==> src/rtl/bus_arbiter2.sv <==
// Two-requester burst arbiter with a registered shared data path.
// Tie break in IDLE is round-robin via a last-served pointer; a requester
// keeps its grant until its last beat or until it drops req.
// Optional feature: define ARB_TIMEOUT_EN to force-release a grant after
// TIMEOUT_CYCLES beats while the other requester is waiting.
module bus_arbiter2 #(
  parameter int unsigned WIDTH          = 32,
  parameter int unsigned TIMEOUT_CYCLES = 16
) (
  input  logic             Clk,
  input  logic             Reset_n,
  input  logic             reqA,
  input  logic             reqB,
  input  logic             lastA,
  input  logic             lastB,
  input  logic [WIDTH-1:0] inA,
  input  logic [WIDTH-1:0] inB,
  output logic             gntA,
  output logic             gntB,
  output logic             sel,
  output logic [WIDTH-1:0] out,
  output logic             out_valid
);

  typedef enum logic [1:0] {
    StIdle = 2'd0,
    StGntA = 2'd1,
    StGntB = 2'd2
  } state_e;

  // Elaboration guard: a zero grant limit has no meaning.
  if (TIMEOUT_CYCLES < 1) begin : g_param_check
    $error("bus_arbiter2: TIMEOUT_CYCLES must be at least 1");
  end

  state_e           state_q;
  logic             last_a_q;     // 1: A was served last, 0: B was served last
  logic             in_grant;
  logic             cur_req;
  logic             cur_last;
  logic             other_req;
  logic             other_is_a;
  logic [WIDTH-1:0] cur_in;
  logic             beat;
  logic             force_rel;
  logic             release_now;
  logic             pick_a;
  logic             grant_now;

`ifdef ARB_TIMEOUT_EN
  localparam int unsigned CntW   = $clog2(TIMEOUT_CYCLES + 1);
  localparam logic [CntW-1:0] CntMax = CntW'(TIMEOUT_CYCLES);

  logic [CntW-1:0] cnt_q;
  logic [CntW-1:0] cnt_inc;
`endif

  // Decode the current grant owner, beat and release conditions.
  always_comb begin
    in_grant   = (state_q == StGntA) || (state_q == StGntB);
    cur_req    = (state_q == StGntA) ? reqA  : reqB;
    cur_last   = (state_q == StGntA) ? lastA : lastB;
    cur_in     = (state_q == StGntA) ? inA   : inB;
    other_req  = (state_q == StGntA) ? reqB  : reqA;
    other_is_a = (state_q == StGntB);
    beat       = in_grant && cur_req;
`ifdef ARB_TIMEOUT_EN
    // Saturating increment; the limit only bites while the other side waits.
    cnt_inc    = (cnt_q == CntMax) ? cnt_q : cnt_q + CntW'(1);
    force_rel  = beat && other_req && (cnt_inc == CntMax);
`else
    force_rel  = 1'b0;
`endif
    // A dropped req releases without a beat; lastx with reqx=0 is ignored.
    release_now = in_grant && (!cur_req || cur_last || force_rel);
    // Tie goes to the requester not named by the last-served pointer.
    pick_a      = reqA && (!reqB || !last_a_q);
    grant_now   = ((state_q == StIdle) && (reqA || reqB)) || (release_now && other_req);
  end

  // Arbiter FSM with registered grants, select and data path.
  always_ff @(posedge Clk or negedge Reset_n) begin
    if (!Reset_n) begin
      state_q   <= StIdle;
      gntA      <= 1'b0;
      gntB      <= 1'b0;
      sel       <= 1'b0;
      out       <= '0;
      out_valid <= 1'b0;
      last_a_q  <= 1'b0;
    end else begin
      case (state_q)
        StIdle: begin
          out_valid <= 1'b0;
          if (pick_a) begin
            state_q <= StGntA;
            gntA    <= 1'b1;
            gntB    <= 1'b0;
            sel     <= 1'b1;
          end else if (reqB) begin
            state_q <= StGntB;
            gntA    <= 1'b0;
            gntB    <= 1'b1;
            sel     <= 1'b0;
          end
        end
        StGntA, StGntB: begin
          out_valid <= beat;
          if (beat) begin
            out <= cur_in;
          end
          if (release_now) begin
            last_a_q <= (state_q == StGntA);
            // Hand over directly; the same requester never re-grants without IDLE.
            if (other_req) begin
              state_q <= other_is_a ? StGntA : StGntB;
              gntA    <= other_is_a;
              gntB    <= !other_is_a;
              sel     <= other_is_a;
            end else begin
              state_q <= StIdle;
              gntA    <= 1'b0;
              gntB    <= 1'b0;
            end
          end
        end
        default: begin
          state_q   <= StIdle;
          gntA      <= 1'b0;
          gntB      <= 1'b0;
          out_valid <= 1'b0;
        end
      endcase
    end
  end

`ifdef ARB_TIMEOUT_EN
  // Beat counter: cleared on every new grant, counts beats of the current owner.
  always_ff @(posedge Clk or negedge Reset_n) begin
    if (!Reset_n) begin
      cnt_q <= '0;
    end else if (grant_now) begin
      cnt_q <= '0;
    end else if (beat) begin
      cnt_q <= cnt_inc;
    end
  end
`else
  // Without the timeout feature the grant indicator has no consumer.
  logic unused_grant_now;
  assign unused_grant_now = grant_now;
`endif

endmodule
==> config.mk <==
export PLATFORM = sky130hd
export DESIGN_NAME = bus_arbiter2
export DESIGN_NICKNAME = d
export VERILOG_FILES = /design/src/rtl/bus_arbiter2.sv
export SDC_FILE = /design/constraint.sdc
export NUM_CORES = 1
export LEC_CHECK = 0
export ABC_AREA = 0
export BUFFER_PORTS_ARGS = -buffer_cell sky130_fd_sc_hd__buf_2
export CAP_MARGIN = 20
export CORE_ASPECT_RATIO = 2
export CORE_UTILIZATION = 30
export CTS_CLUSTER_DIAMETER = 100
export DETAILED_ROUTE_END_ITERATION = 10
export HOLD_SLACK_MARGIN = 0.15
export PLACE_DENSITY = 0.64
export SYNTH_ARGS = -nofsm -noshare
export SYNTH_HDL_FRONTEND = slang
export SYNTH_SLANG_ARGS = --single-unit
==> constraint.sdc <==
create_clock -name Clk -period 1.9 [get_ports Clk]
set_input_delay 0.095 -clock Clk [delete_from_list [all_inputs] [get_ports Clk]]
set_output_delay 0.095 -clock Clk [all_outputs]
set_load 0.01 [all_outputs]
* Yosys cells after proc, flatten, opt, wreduce, memory -nomap -nowiden
Cells that the tools add are included.
** Word-level totals
- Flip-flop bits (word level) :: 39
** Operators by class
- Equality and inequality tests :: 5
- Mux-type cells :: 24
- Reductions and logical operators :: 17
** Operators with widths (count)
- $mux W32 :: 1
- $mux W1 :: 14
- $mux W2 :: 5
- $pmux W1 S2 :: 3
- $reduce_and A2 Y1 :: 3
- $logic_not A1 Y1 :: 4
- $ne A2 B2 Y1 const B :: 2
- $pmux W2 S2 :: 1
- $reduce_and A4 Y1 :: 1
- $logic_and A1 B1 Y1 :: 3
- $logic_or A1 B1 Y1 :: 3
- $ne A3 B3 Y1 const B :: 1
- $eq A2 B1 Y1 const B :: 1
- $eq A2 B2 Y1 const B :: 1
- $logic_not A2 Y1 :: 1
- $reduce_bool A2 Y1 :: 1
- $reduce_or A2 Y1 :: 1

* Longest topological paths before layout
Gate-level depths: netlist of the first run.
- Word-level depth :: 7
- Gate-level depth with buffers :: 9
- Mapped depth without buffers :: 6

* Worst setup path before layout of the first run
No wires, ideal clock.
- Path kind :: reg2reg
- Start :: reg gntA (netlist name)
- End :: reg sel
- Library setup time :: 0.082 ns
- Arrival time :: 1.632 ns
- Required time :: 1.818 ns
- Setup slack :: 0.186 ns
- Stages on the path, launching flop included :: 8
- Path buffers :: 1
- Path through :: dfrtp_1 > inv_1 > ha_1 > buf_2 > and4b_1 > nor3_2 > a21oi_1 > a31oi_1
** RTL lines
- to (signal assigned) :: RTL line 119 : sel <= other_is_a;
- to (decl) :: RTL line 20 : output logic sel,

==> reports/summary.txt, run 1 <==
status - finished clean
PwrDens - 1380 mW/mm^2
most instantiated library cell after synthesis - dfrtp_1
Vias/cell - 4.44
Placed Area - 0.00272 sq mm
static leakage - 0.00169 uW
antenna violations before repair - 0
dpl ws - 0.160 ns
register area share after synthesis - 43.4%
DR WL/cell - 13.2 microns
maxcap violations - 0
Max Clk Rate - 571 MHz
Die X - 61.7 microns
fillcell total - 662
clock power share - 16.7%
vias in the first global route - 2,079
port bufs - 105
Mapped Cells - 179
TNS Setup - 0 ns
switching share of total power - 40.0%
Synth Flop Type - dfrtp_1
Global Route met3 Usage - 2.77%
Final nets - 425
Psw - 1940 uW
share of cells above drive strength 1 - 54.1%
cell taking the most area after synthesis - dfrtp_1
Overall Power - 4850 uW
GR peak layer - met2
die area - 0.00748 sq mm
CTS Sinks - 37
met2 global-route usage - 31.3%
Combinational Power Share - 54.1%
commonest cells in the netlist - 37 x dfrtp_1, 32 x mux2i_1, 32 x nand2_2, 32 x o21ai_2
Max Root-Sink Buffers - 2
worst hold path type - input port to flop
worst setup margin - 0.148 ns
IR drop worst, VDD - 0.743 mV
CTS tree - yes
pin count of the biggest net entering global routing - 38
n_diodes - 0
CP Capture Type - flop
Clock Root Buffer - clkbuf_16
num rows - 43
Post-synth EDFFs - 0
Synth cell types - 27
Worst-Margin Slew - 0.372 ns
Ys Warns - 0
WHS - 0.221 ns
clock latency on the worst-skew pair - 0.28 ns
design area - 0.00352 sq mm
Final period util - 92.2%
First-pass DRT Iterations - 4
syn_nets - 253
Layout area overhead - 65.0%
Final Max Slew Viols - 0
core area - 0.00689 sq mm
H-tree depth - 2
critical path type - flop to flop
arrival time at the worst endpoint - 1.90 ns
share of the synthesized area in the top cell type - 43.4%
CTS buffer count - 5
internal power - 2910 uW
GRT Overall Usage - 16.8%
GR Util met1 - 16.2%
Req. time, crit path - 2.05 ns
R2R Setup Slk - 0.15 ns
clock skew - 0.00354 ns
Slew headroom - 75.2%
DR iter-0 viols - 19
Area contributors post-synth - dfrtp_1 43%, mux2i_1 15%, o21ai_2 13%
CTS clk-pin slew, worst paths - 0.05 ns
IO Count - 106
Initial Util - 31.0%
Die Y - 121 microns
Mapped Area - 0.00214 sq mm
post-route ant nets - 0
# setup viols final - 0
crit path max fanout - 7
Final Hold Violating Endpoints - 0
RSZ-0062 raised after global routing - no
CP startpoint kind - flop
Avg Inst Size Synth - 11.9 sq um
sequential power share - 29.2%
GR Overflow Total - 0
Yosys reg bits - 37
first-pass GRT wire length - 9160 microns
Final min period - 1.75 ns
post-DP HPWL - 3560 microns
final wirelength - 5810 microns
Residual DRC - 0
async set-or-reset flop fraction in the synthesized netlist - 100%
vias - 1,959
GP Congestion - 0.793
-- worst max-delay path, stage by stage (launching register included) --
cell      delay [ns]
dfrtp_1         0.39
inv_1           0.10
ha_1            0.41
nor4bb_2        0.43
nor3_4          0.10
a21oi_1         0.14
a31oi_1         0.05
-- flip-flops by register name, indices dropped and copies added (netlist names) --
register and count:
out_valid 1, gntA 1, sel 1, gntB 1, last_a_q 1, out 32
-- path summary, 6_finish.rpt --
kind                                         to  cells past startpoint           startpoint
hold reg to reg             out[12]$_DFFE_PN0P_                      2  out[12]$_DFFE_PN0P_
max in group asynchronous    out[7]$_DFFE_PN0P_                      3              Reset_n
min in group asynchronous   out[13]$_DFFE_PN0P_                      3              Reset_n
setup reg to reg                sel$_DFFE_PN0P_                      6     gntA$_DFFE_PN0P_
setup / recovery                sel$_DFFE_PN0P_                      6     gntA$_DFFE_PN0P_
hold / removal             last_a_q$_DFFE_PN0P_                      4                lastB
-- logic make-up after synthesis --
kind of cell,synth area share (%)
AOI/OAI and AO/OA,16.9
buffers and inverters,7.79
and+or+nand+nor,12.7
DFF,43.4
muxes,16.9
adders and majority gates,2.34
-- placed cells by master, fill, tap and decap left out, drive strengths merged, types with 2 or more instances in the layout --
cell / Yosys / final
o21ai: 33 / 33
nand2: 35 / 35
inv: 5 / 5
ha: 4 / 4
a21oi: 4 / 4
dlygate4sd3: 0 / 65
mux2i: 32 / 32
mux2: 3 / 3
a32o: 2 / 2
dfrtp: 37 / 37
nor2: 2 / 2
clkbuf: 0 / 7
o22ai: 2 / 2
buf: 12 / 112
-- per-stage QoR --
step | instances | util (%)
finish | 441 | 51.2
global route | 441 | 51.2
CTS | 441 | 51.0
detailed placement | 369 | 39.5
global placement | 369 | 39.5
floorplan | 179 | -
-- per-layer routing --
layer,wire length (microns),vias up
met3,184,20
met4,227,0
li1,-,979
met2,3450,67
met5,0,-
met1,1950,893
-- final cells by class --
type | instances | area [sq um] | share of cell area, %
multi-input cells | 125 | 1060 | 30.0
flip-flops and latches | 37 | 926 | 26.3
repair buffers | 177 | 1270 | 35.9
clock buffers | 7 | 143 | 4.05
inverters | 5 | 18.8 | 0.532
well taps | 90 | 113 | 3.19
-- power groups by stage --
| stage | registers (uW) | clock network (uW) | logic [uW] |
|---|---|---|---|
| after floorplan | 1600 | 0 | 1790 |
| after global placement | 1420 | 0 | 2480 |
| after detailed placement | 1430 | 0 | 2540 |
| after CTS | 1420 | 844 | 2640 |
| after global routing | 1470 | 884 | 2880 |
| final | 1410 | 811 | 2620 |
-- repair_timing --
item                       in CTS  in global routing
setup endpoints to repair       0                  2
gates resized for setup         0                  2
hold buffers                   65                  0
setup buffers                   0                  0
hold endpoints to repair       69                  0
(Power assumes the default switching activity.)
==> run 2, diff against run 1 <==
--- a/config.mk
+++ b/config.mk
@@ -9,11 +9,11 @@
 export BUFFER_PORTS_ARGS = -buffer_cell sky130_fd_sc_hd__buf_2
 export CAP_MARGIN = 20
 export CORE_ASPECT_RATIO = 2
-export CORE_UTILIZATION = 30
+export CORE_UTILIZATION = 49
 export CTS_CLUSTER_DIAMETER = 100
 export DETAILED_ROUTE_END_ITERATION = 10
 export HOLD_SLACK_MARGIN = 0.15
-export PLACE_DENSITY = 0.64
+export PLACE_DENSITY = 0.93
 export SYNTH_ARGS = -nofsm -noshare
 export SYNTH_HDL_FRONTEND = slang
 export SYNTH_SLANG_ARGS = --single-unit
==> constraint.sdc (replaced) <==
create_clock -name Clk -period 2.2 [get_ports Clk]
set_input_delay 0.11 -clock Clk [delete_from_list [all_inputs] [get_ports Clk]]
set_output_delay 0.11 -clock Clk [all_outputs]
set_load 0.01 [all_outputs]
==> run 2 against run 1 <==
  * Clock-buffer cell count did not move
  * Hold slack got worse by 0.027 ns
  * Via count is 2.7% higher
  * Wire length is 7.3% higher
  * Non-clock buffer count down 3
  * Sequential share of layout area is 1.1 points higher
  * Die area fell by 38%
  * Global-route usage up 12 points
  * Core utilization is 31 points higher
  * Cell area decreased by 4.0%
  * Combinational power is 11% lower
  * Largest power group unchanged
==> reports/summary.txt, run 2 (synthesis gave the netlist of run 1 again) <==
Initial Util - 51.7% (+21 points)
crit path max fanout - 12 (+5)
die area - 0.00464 sq mm (-38%)
Slew headroom - 45.5% (-30 points)
Crit path buffers/inverters - 3 (+2)
antenna violations before repair - 0 (unchanged)
n_diodes - 0 (unchanged)
final wirelength - 6240 microns (+7.3%)
# setup viols final - 0 (unchanged)
met2 global-route usage - 56.6% (+25 points)
most frequent cells in the layout - 105 x buf_2, 65 x dlygate4sd3_1, 37 x dfrtp_1
Max Clk Rate - 495 MHz (-13%)
Vias/cell - 5.03 (+13%)
dpl ws - 0.330 ns (+0.171 ns)
Max Root-Sink Buffers - 2 (unchanged)
port bufs - 105 (unchanged)
maxcap violations - 0 (unchanged)
Post-CTS Setup Inserts - 0 (unchanged)
Layout area overhead - 58.4%
status - finished clean
clock power share - 11.5% (-5.2 points)
critical path's top delay family - buffers and inverters
post-route ant nets - 0 (unchanged)
GRT Overall Usage - 28.4% (+12 points)
GR Overflow Total - 0 (unchanged)
RSZ-0062 raised after global routing - no
worst hold path type - input port to flop
Clock Root Buffer - clkbuf_8
static leakage - 0.00164 uW (-2.8%)
Final Max Slew Viols - 0 (unchanged)
PwrDens - 1190 mW/mm^2 (-13%)
Placed Area - 0.00264 sq mm (-3.0%)
Final period util - 91.8% (-0.40 points)
IR drop worst, VDD - 1.01 mV (+36%)
largest register by flop count - out
Final min period - 2.02 ns (+0.268 ns)
Psw - 1710 uW (-12%)
commonest non-fill, non-tap cell in the layout - buf_2
GP Congestion - 0.799 (+0.83%)
internal power - 2330 uW (-20%)
CTS Sinks - 37 (unchanged)
critical path type - flop to flop
DR iter-0 viols - 14 (-5)
Overall Power - 4040 uW (-17%)
vias in the first global route - 2,153 (+3.6%)
num rows - 33 (-23%)
arrival time at the worst endpoint - 2.18 ns (+0.28 ns)
clock latency on the worst-skew pair - 0.28 ns (about the same)
CP Capture Type - flop
post-DP HPWL - 3430 microns (-3.6%)
Residual DRC - 0 (unchanged)
Req. time, crit path - 2.37 ns (+0.32 ns)
Die X - 48.7 microns (-21%)
design area - 0.00338 sq mm (-4.0%)
CP startpoint kind - flop
IO Count - 106 (unchanged)
Final nets - 422 (-0.71%)
pin count of the biggest net entering global routing - 38 (unchanged)
share of cells above drive strength 1 - 53.4% (-0.68 points)
core area - 0.00413 sq mm (-40%)
First-pass DRT Iterations - 4 (unchanged)
TNS Setup - 0 ns (unchanged)
GR peak layer - met2
switching share of total power - 42.2% (+2.2 points)
CP max stage delay - 0.59 ns (+0.16 ns)
Largest register FFs - 32 (unchanged)
vias - 2,012 (+2.7%)
CP Cell Sequence - inv_1, ha_4, buf_4, mux2i_1, dlygate4sd3_1, o21ai_2
sequential power share - 31.0% (+1.8 points)
Die Y - 95.4 microns (-21%)
Worst-Margin Slew - 0.817 ns (+0.446 ns)
H-tree depth - 2 (unchanged)
GR Util met1 - 26.9% (+11 points)
cell with the largest stage delay on the worst path - dlygate4sd3_1
Final Hold Violating Endpoints - 0 (unchanged)
WHS - 0.193 ns (-0.0272 ns)
CTS tree - yes
worst setup margin - 0.181 ns (+0.0323 ns)
DR WL/cell - 15.6 microns (+18%)
CTS clk-pin slew, worst paths - 0.07 ns (+0.02 ns)
fillcell total - 254 (-62%)
Global Route met3 Usage - 5.74% (+3.0 points)
CTS buffer count - 5 (unchanged)
first-pass GRT wire length - 9830 microns (+7.2%)
Combinational Power Share - 57.6% (+3.5 points)
clock skew - 0.00301 ns (-0.000525 ns)
[run 2: routing by layer]
metal / share of wire (%) / up-vias
li1: - / 970
met1: 34 / 938
met2: 58 / 87
met3: 4.7 / 17
met4: 3.1 / 0
met5: 0 / -
[run 2: power groups by stage]
| stage | clock (uW) | combinational (uW) | sequential (uW) |
|---|---|---|---|
| 3_5_place_dp | 0 | 2130 | 1250 |
| 4_1_cts | 480 | 2270 | 1230 |
| 5_1_grt | 513 | 2530 | 1290 |
| 2_1_floorplan | 0 | 1540 | 1380 |
| 6_report | 463 | 2330 | 1250 |
| 3_3_place_gp | 0 | 2070 | 1220 |
[run 2: tightest hold or removal path, delay by kind of cell]
family / cells / cell delay, ns
AOI/OAI and AO/OA: 2 / 0.18
and+or+nand+nor: 1 / 0.05
buffers and inverters: 1 / 0.09
[run 2: final timing paths]
kind | from | endpoint | slack, ns | cells after the start
setup / recovery | gntB$_DFFE_PN0P_ | out[22]$_DFFE_PN0P_ | 0.18 | 6
hold / removal | lastB | last_a_q$_DFFE_PN0P_ | 0.19 | 4
setup reg to reg | gntB$_DFFE_PN0P_ | out[22]$_DFFE_PN0P_ | 0.18 | 6
hold reg to reg | out[5]$_DFFE_PN0P_ | out[5]$_DFFE_PN0P_ | 0.48 | 2
max in group asynchronous | Reset_n | out[8]$_DFFE_PN0P_ | 1.22 | 2
min in group asynchronous | Reset_n | out[24]$_DFFE_PN0P_ | 0.46 | 2
[run 2: timing repair]
item	CTS	global route
setup endpoints to repair	0	6
resized for setup	0	1
hold endpoints to repair	69	0
hold buffers	65	0
[run 2: metrics by stage]
stage               instances  utilization (%)
floorplan                 179                -
global route              400             81.9
finish                    400             81.9
detailed placement        328             63.8
CTS                       400             81.7
global placement          328             63.8
[run 2: layout make-up]
| type | instances | area (sq um) | share of cell area (%) |
|---|---|---|---|
| repair buffers | 174 | 1230 | 36.4 |
| multi-input cells | 125 | 1060 | 31.2 |
| flip-flops and latches | 37 | 926 | 27.4 |
| clock buffers | 7 | 86.3 | 2.55 |
| well taps | 52 | 65.1 | 1.92 |
| inverters | 5 | 18.8 | 0.555 |
